`src/rtl/channel_receiver_if.sv`:
```
// Channel bundle for channel_receiver: incoming v/d/a channel, receive enable,
// outgoing v/d/a channel and occupancy status.
// The slave modport is the receiver's view; master is the environment's view.
interface channel_receiver_if #(
  parameter int N     = 4,
  parameter int DEPTH = 4
);
  logic [N-1:0]               in_d;
  logic                       in_v;
  logic                       in_a;
  logic                       accept;
  logic [N-1:0]               out_d;
  logic                       out_v;
  logic                       out_a;
  logic [$clog2(DEPTH+1)-1:0] count;
  logic                       almost_full;

  modport master (
    output in_d, in_v, accept, out_a,
    input  in_a, out_d, out_v, count, almost_full
  );

  modport slave (
    input  in_d, in_v, accept, out_a,
    output in_a, out_d, out_v, count, almost_full
  );
endinterface

```
`src/rtl/channel_receiver.sv`:
```
// channel_receiver: receiving end of the valid/data-acknowledge Channel.
// in_a is combinational from local buffer state so one word per cycle can be
// taken; accepted words sit in a DEPTH-entry FIFO that is re-presented on the
// outgoing channel with first-word fall-through (one-cycle latency).
// Optional feature macro RX_COUNT_EN adds a 32-bit push counter (rx_count)
// with a synchronous clear (rx_count_clr) that has priority over increment.
module channel_receiver #(
  parameter int N        = 4,
  parameter int DEPTH    = 4,
  parameter int AF_LEVEL = 3
) (
  input  logic               clk,
  input  logic               reset,
  channel_receiver_if.slave  ch
`ifdef RX_COUNT_EN
  ,
  input  logic               rx_count_clr,
  output logic [31:0]        rx_count
`endif
);

  localparam int PW = $clog2(DEPTH);
  localparam int CW = $clog2(DEPTH + 1);
  localparam logic [CW-1:0] FULL_LVL = CW'(DEPTH);
  localparam logic [CW-1:0] AF_LVL   = CW'(AF_LEVEL);

  logic [N-1:0]  mem [DEPTH];
  logic [PW-1:0] wr_ptr;
  logic [PW-1:0] rd_ptr;
  logic [CW-1:0] count_q;
  logic          push;
  logic          pop;

  // Handshake decode; in_a is gated by reset and never depends on out_a
  always_comb begin
    ch.in_a = reset & ch.accept & ch.in_v & (count_q != FULL_LVL);
    push    = ch.in_v & ch.in_a;
    pop     = ch.out_v & ch.out_a;
  end

  // Storage write; contents are deliberately not cleared by reset
  always_ff @(posedge clk) begin
    if (push) begin
      mem[wr_ptr] <= ch.in_d;
    end
  end

  // Pointers and occupancy; count disambiguates full from empty
  always_ff @(posedge clk or negedge reset) begin
    if (!reset) begin
      wr_ptr  <= '0;
      rd_ptr  <= '0;
      count_q <= '0;
    end else begin
      if (push) begin
        wr_ptr <= wr_ptr + PW'(1);
      end
      if (pop) begin
        rd_ptr <= rd_ptr + PW'(1);
      end
      case ({push, pop})
        2'b10:   count_q <= count_q + CW'(1);
        2'b01:   count_q <= count_q - CW'(1);
        default: count_q <= count_q;
      endcase
    end
  end

  assign ch.out_d       = mem[rd_ptr];
  assign ch.out_v       = (count_q != '0);
  assign ch.count       = count_q;
  assign ch.almost_full = (count_q >= AF_LVL);

`ifdef RX_COUNT_EN
  // Push counter; clear wins over a same-cycle push, wraps at 2^32
  always_ff @(posedge clk or negedge reset) begin
    if (!reset) begin
      rx_count <= '0;
    end else if (rx_count_clr) begin
      rx_count <= '0;
    end else if (push) begin
      rx_count <= rx_count + 32'd1;
    end
  end
`endif

endmodule

```
`src/flat_wrapper.sv`:
```
// flat-port wrapper written by rule: the top's interface ports become plain ports
module channel_receiver_flat 
#(
  parameter int N        = 4,
  parameter int DEPTH    = 4,
  parameter int AF_LEVEL = 3
)
  (clk, reset, ch_in_d, ch_in_v, ch_accept, ch_out_a, ch_in_a, ch_out_d, ch_out_v, ch_count, ch_almost_full);
  channel_receiver_if #(.N(N), .DEPTH(DEPTH)) ch_i ();
  input  logic clk;
  input  logic reset;
  input wire logic [$bits(ch_i.in_d)-1:0] ch_in_d;
  input wire logic [$bits(ch_i.in_v)-1:0] ch_in_v;
  input wire logic [$bits(ch_i.accept)-1:0] ch_accept;
  input wire logic [$bits(ch_i.out_a)-1:0] ch_out_a;
  output wire logic [$bits(ch_i.in_a)-1:0] ch_in_a;
  output wire logic [$bits(ch_i.out_d)-1:0] ch_out_d;
  output wire logic [$bits(ch_i.out_v)-1:0] ch_out_v;
  output wire logic [$bits(ch_i.count)-1:0] ch_count;
  output wire logic [$bits(ch_i.almost_full)-1:0] ch_almost_full;
  assign ch_i.in_d = ch_in_d;
  assign ch_i.in_v = ch_in_v;
  assign ch_i.accept = ch_accept;
  assign ch_i.out_a = ch_out_a;
  assign ch_in_a = ch_i.in_a;
  assign ch_out_d = ch_i.out_d;
  assign ch_out_v = ch_i.out_v;
  assign ch_count = ch_i.count;
  assign ch_almost_full = ch_i.almost_full;
  channel_receiver #(.N(N), .DEPTH(DEPTH), .AF_LEVEL(AF_LEVEL)) u_core (.clk(clk), .reset(reset), .ch(ch_i));
endmodule
```
`config.mk`:
```
export PLATFORM = sky130hd
export DESIGN_NAME = channel_receiver_flat
export DESIGN_NICKNAME = d
export VERILOG_FILES = /design/src/rtl/channel_receiver_if.sv /design/src/rtl/channel_receiver.sv /design/src/flat_wrapper.sv
export SDC_FILE = /design/constraint.sdc
export NUM_CORES = 1
export LEC_CHECK = 0
export ABC_AREA = 1
export ABC_CLOCK_PERIOD_IN_PS = 4800
export BUFFER_PORTS_ARGS = -buffer_cell sky130_fd_sc_hd__buf_2
export CAP_MARGIN = 20
export CORE_MARGIN = 4
export CORE_UTILIZATION = 55
export DETAILED_ROUTE_END_ITERATION = 7
export GPL_ROUTABILITY_DRIVEN = 0
export HOLD_SLACK_MARGIN = 0.15
export PLACE_DENSITY = 0.78
export SLEW_MARGIN = 20
export SYNTH_ARGS = -nofsm -noshare
export SYNTH_HDL_FRONTEND = slang
export SYNTH_SLANG_ARGS = --single-unit
```
`constraint.sdc`:
```
create_clock -name clk -period 4.8 [get_ports clk]
set_clock_uncertainty 0.15 [all_clocks]
set_input_delay 0 -clock clk [delete_from_list [all_inputs] [get_ports clk]]
set_output_delay 0 -clock clk [all_outputs]
set_load 0.02 [all_outputs]
```
==> Word-level counts from Yosys, hierarchy flattened <==
Memory sizes are Yosys's and may differ from the RTL's.
Cells that the tools add are included.
{ "op_classes": {"addsub": 4, "n_lt_le_gt_ge": 1, "eq_ne": 3, "muxes": 3, "bitwise": 5, "n_reduce_logical": 2} }
{ "ops": {"columns": ["operator", "count"], "rows": [
  ["3-bit case mux with 2 select lines", 1],
  ["1-bit bitwise AND", 5],
  ["2-bit by 1-bit adder with 2-bit output, second input constant", 2],
  ["3-bit by 1-bit adder with 3-bit output, second input constant", 1],
  ["3-bit by 2-bit greater-or-equal comparator with 1-bit output, second input constant", 1],
  ["3-bit inequality test, second input constant", 1],
  ["3-bit nonzero test", 1],
  ["3-bit by 1-bit subtractor with 3-bit output, second input constant", 1],
  ["2-bit by 1-bit == test with 1-bit output, second input constant", 1],
  ["2-bit == test, second input constant", 1],
  ["1-bit 2-to-1 mux", 2],
  ["2-bit nonzero test", 1]
]} }
{ "word_totals": {"register_bits": 7, "mem_bits_rw": 16, "inputBits": 9, "output_inout_bits": 10, "n_memories": 1} }
{ "mem_list": {"columns": ["memory", "words", "word_bits", "read_ports", "rd_clocked_by_memory_dff", "wr", "line_no", "rtl"], "rows": [
  ["u_core.mem", 4, 4, 1, 0, 1, "channel_receiver.sv:27", "logic [N-1:0] mem [DEPTH];"]
]} }

==> Depth between registers and ports, before layout <==
{ "depth": {"ltp_word": 6, "mapped_depth": 12, "depth_no_buf": 12} }

==> Worst setup path after synthesis <==
Ideal clock, no wire load.
{ "synth_path": {"kind": "register -> register", "start": "register u_core.count_q[0], in the netlist u_core.ch.count[0]", "end": "register u_core.count_q[1], in the netlist u_core.ch.count[1]", "setup_time_ns": 0.083, "t_arrival_ns": 1.788, "path_slack_ns": 2.780, "path_stages_with_launch": 9, "path_buffers": 0, "path_cell_list": "dfrtp_1 -> inv_1 -> nand3_2 -> nand2_1 -> inv_1 -> ha_1 -> inv_1 -> fa_1 -> o21ai_0"} }
{ "synth_rtl": {"columns": ["item", "line_no", "rtl"], "rows": [
  ["start: declaration", "channel_receiver.sv:30", "logic [CW-1:0] count_q;"],
  ["start signal: assignment", "channel_receiver.sv:62", "2'b10: count_q <= count_q + CW'(1);"],
  ["start signal: assignment", "channel_receiver.sv:63", "2'b01: count_q <= count_q - CW'(1);"],
  ["start signal: assignment", "channel_receiver.sv:64", "default: count_q <= count_q;"],
  ["3-bit nonzero test *", "channel_receiver.sv:70", "assign ch.out_v = (count_q != '0);"],
  ["net ch_out_v", "flat_wrapper.sv:18", "output wire logic [$bits(ch_i.out_v)-1:0] ch_out_v;"],
  ["1-bit bitwise AND *", "channel_receiver.sv:38", "pop = ch.out_v & ch.out_a;"],
  ["net u_core.pop", "channel_receiver.sv:32", "logic pop;"],
  ["2-bit by 1-bit == test with 1-bit output or 2-bit == test (tied branches)", "channel_receiver.sv:61", "case ({push, pop})"],
  ["3-bit case mux with 2 select lines or 2-bit nonzero test (tied branches)", null, null]
]} }
Mark *: on every way through the listed nets, which the timed path passes. The rest lies on a longest branch.
A chain may end at the register's enable or synchronous reset.

==> Worst setup path after layout <==
{ "layout_path": {"start": "input reset", "end": "register u_core.count_q[2], in the netlist u_core.ch.count[2]"} }
{ "layout_via": {"elab_chain_cells": 6} }
{ "layout_rtl": {"columns": ["item", "line_no", "rtl"], "rows": [
  ["start: declaration", "flat_wrapper.sv:11", "input logic reset;"],
  ["1-bit bitwise AND * (3 in a row)", "channel_receiver.sv:36", "ch.in_a = reset & ch.accept & ch.in_v & (count_q != FULL_LVL);"],
  ["1-bit bitwise AND *", "channel_receiver.sv:37", "push = ch.in_v & ch.in_a;"],
  ["2-bit by 1-bit == test with 1-bit output or 2-bit == test (tied branches)", "channel_receiver.sv:61", null],
  ["3-bit case mux with 2 select lines or 2-bit nonzero test (tied branches)", null, null]
]} }
Mark *: on every way between the ends. The rest lies on a longest branch, timed or not.

==> impl_metrics.json <==
{
  "status": "complete, no violations",
  "ff2ff_path_depth": 10,
  "place_area_sq_mm": 0.00122,
  "boundaryPins": 19,
  "initial_core_util_pct": 61.0,
  "r2r-end": "u_core.ch.count[2]",
  "synthDistinctLibCells": 16,
  "p_seq_share_pct": 40.2,
  "ys_ff_latch": 23,
  "antenna_found_initial": 0,
  "htree_levels": 1,
  "worstPathArrival_ps": 2430,
  "synth_top_area_share_pct": 43.2,
  "fillers": 133,
  "netlist_area_sq_mm": 0.00111,
  "setup.worst_path.start_class": "primary input",
  "grt.total_usage_pct": 17.4,
  "drt_iter0_markers": 9,
  "n_antenna_cell": 0,
  "ys_seq_area_share_pct": 59.0,
  "finalCritPeriodShare_pct": 49.4,
  "gr-total-overflow": 0,
  "grt_pass1_wl_um": 3400,
  "leakage_nw": 0.651,
  "endpoint_kind": "flip-flop",
  "drv_slew": 0,
  "synth_compound_area_share_pct": 6.31,
  "drive_gt1_share_pct": 18.6,
  "yosysTopAreaCell": "edfxtp_1",
  "drtAntennaViolNets": 0,
  "vias_per_cell": 4.89,
  "rsz0062_at_grt": "false",
  "peakVddDrop_mv": 0.379,
  "tns_ps": 0,
  "reg2reg_setup_slack_ps": 2750,
  "r2r_start": "u_core.ch.count[1]",
  "yosysWarnings": 0,
  "synth-simple-area-share_pct": 17.0,
  "synth_mux_area_share_pct": 0,
  "core_area_sq_mm": 0.00182,
  "grt_max_degree": 19,
  "syn_avg_cell_area_sq_um": 10.1,
  "powerDensity_mw_per_mm2": 530,
  "clkPwrFrac_pct": 12.6,
  "max-slew-margin-rel_pct": 72.3,
  "critical_path_class": "primary input to flip-flop",
  "hpwlAfterDp_um": 1520,
  "cts_tree": "done",
  "p_sw_w": 0.000314,
  "io_buffers": 18,
  "worst_pin_slew_ps": 414,
  "numCtsBuffers": 3,
  "crit_required_ps": 4860,
  "dp.cells": 152,
  "wl_per_cell_um": 12.5,
  "fin_ws_ps": 2430,
  "post_cts_resized": 0,
  "fin_cells": 165,
  "nNetsFinal": 156,
  "crit_slowest_cell": "dlygate4sd3_1",
  "num_vias": 807,
  "fin_crit_ps": 2370,
  "yosys-top-cells-area": "edfxtp_1 43%, dfrtp_1 16%, nand2_1 10%",
  "clock_latency_ps": 310,
  "final_design_area_no_fill_sq_mm": 0.00134,
  "die_x_um": 52.9,
  "total_power_w": 0.000709,
  "path_clk_slew_ps": 130,
  "path_cells": "dlygate4sd3_1 > buf_2 > nand2_1 > nor2_1 > dlygate4sd3_1 > nand2_2 > ha_1 > inv_1 > fa_1 > nand2_1 > nand3_1 > nand2_1 > nand2_1",
  "synthToLayoutAreaGrowth_pct": 20.5,
  "synth_xor_area_share_pct": 0.788,
  "syn_nets": 125,
  "min_path_type": "primary input to flip-flop",
  "synthAdderAreaFrac_pct": 7.43,
  "cts_buffer_depth": 2,
  "routed_wl_um": 2060,
  "synth_top_family_by_area": "simple AND/OR/NAND/NOR gates",
  "die-height_um": 52.9,
  "root_buffer": "clkbuf_4",
  "fmax_ghz": 0.422,
  "rows": 15,
  "dp_slack_ps": 2760,
  "finalSetupViolations": 0,
  "hold_viol_final": 0,
  "cts_sinks": 23,
  "cap_violations": 0,
  "drcViolationCount": 0,
  "p_int_w": 0.000395,
  "cp-startpoint": "reset",
  "postSynthCellCount": 110,
  "p_comb_share_pct": 47.1,
  "grt_pass1_vias": 788,
  "cp_max_fo": 8,
  "crit_end": "u_core.ch.count[2]",
  "dr.pass1.iters": 4,
  "max_stage_delay_ps": 590,
  "crit_top_cell": "nand2_1",
  "sw_frac_of_total_pct": 44.3,
  "dieArea_sq_mm": 0.00280
}
## synth_stat cells
cell type	number
buf_6	1
dfrtp_1	7
edfxtp_1	16
fa_1	1
ha_1	5
inv_1	24
inv_2	1
nand2_1	30
nand2_2	1
nand3_1	5
nand3_2	2
nand4_1	1
nor2_1	5
o211ai_1	8
o21ai_0	2
xnor2_1	1
## routing by layer
layer  vias to the layer above  wire length (um)  GRT usage (%)
met5                         -                 0              0
met4                         0                45           8.94
met3                         5                70           1.69
met2                        14              1080           32.2
met1                       375               861           19.5
li1                        413                 -              -
## power groups by stage
stage                     clock network [W]  logic (W)  registers [W]
after global placement                    0   0.000311       0.000287
after global routing              0.0000965   0.000374       0.000290
final                             0.0000897   0.000334       0.000285
after detailed placement                  0   0.000329       0.000289
after CTS                         0.0000911   0.000336       0.000285
after floorplan                           0   0.000227       0.000297
## how the worst min path moves through the flow
stage / from / slack (ps) / depth (start not counted) / endpoint
floorplan: reset / -450 / 0 / u_core.ch.count[0]
global placement: reset / -300 / 1 / u_core.wr_ptr[0]
detailed placement: reset / -300 / 1 / u_core.wr_ptr[1]
CTS: ch_in_d[3] / 270 / 2 / u_core.mem[2][3]
global route: ch_in_d[0] / 290 / 2 / u_core.mem[2][0]
finish: ch_in_d[1] / 280 / 2 / u_core.mem[3][1]
## per-stage QoR
stage	util (%)	hold slack (ps)
global route	73.5	293
finish	73.5	280
global placement	67.1	-301
floorplan	-	-446
detailed placement	67.1	-300
CTS	73.5	274
## placed cells by master, fill, tap and decap left out
master         count
nand3_2            2
nor2_1             5
xnor2_1            1
ha_1               5
o211ai_1           8
nand4_1            1
nand3_1            5
inv_2              1
edfxtp_1          16
buf_2             18
clkbuf_4           3
clkinv_2           1
dlygate4sd3_1      9
fa_1               1
dfrtp_1            7
inv_1             24
nand2_2            1
o21ai_0            2
nand2_1           30
## logic make-up after synthesis
logic type                 count (synthesis)
and+or+nand+nor                           44
xor gates and xnor gates                   1
AOI/OAI and AO/OA                         10
buffers and inverters                     26
DFF                                       23
adders and majority gates                  6
## area by class of cell
| cell class | instances | area (sq um) | area share [%] |
|---|---|---|---|
| multi-input cells | 61 | 350 | 26.2 |
| flip-flops and latches | 23 | 656 | 49.0 |
| repair buffers | 27 | 180 | 13.5 |
| well taps | 25 | 31.3 | 2.34 |
| clock buffers | 3 | 22.5 | 1.68 |
| inverters | 25 | 93.8 | 7.01 |
| clock inverters | 1 | 5.00 | 0.374 |
## worst max-delay path: cells and delay by family
kind          cells  cell delay [ps]
fa+ha+maj         2              570
buf+inv           4             1330
simple gates      7              540
## registers in the layout, summed over array words and instances (netlist names)
| name | flops |
|---|---|
| u_core.ch.count | 3 |
| u_core.mem | 16 |
| u_core.rd_ptr | 2 |
| u_core.wr_ptr | 2 |
## timing repair
item	CTS	global route
endpoints found under the hold margin	29	0
hold buffers	9	0
setup buffers	0	0
endpoints found under the setup margin	0	0
Power figures use the tool's default switching activity.
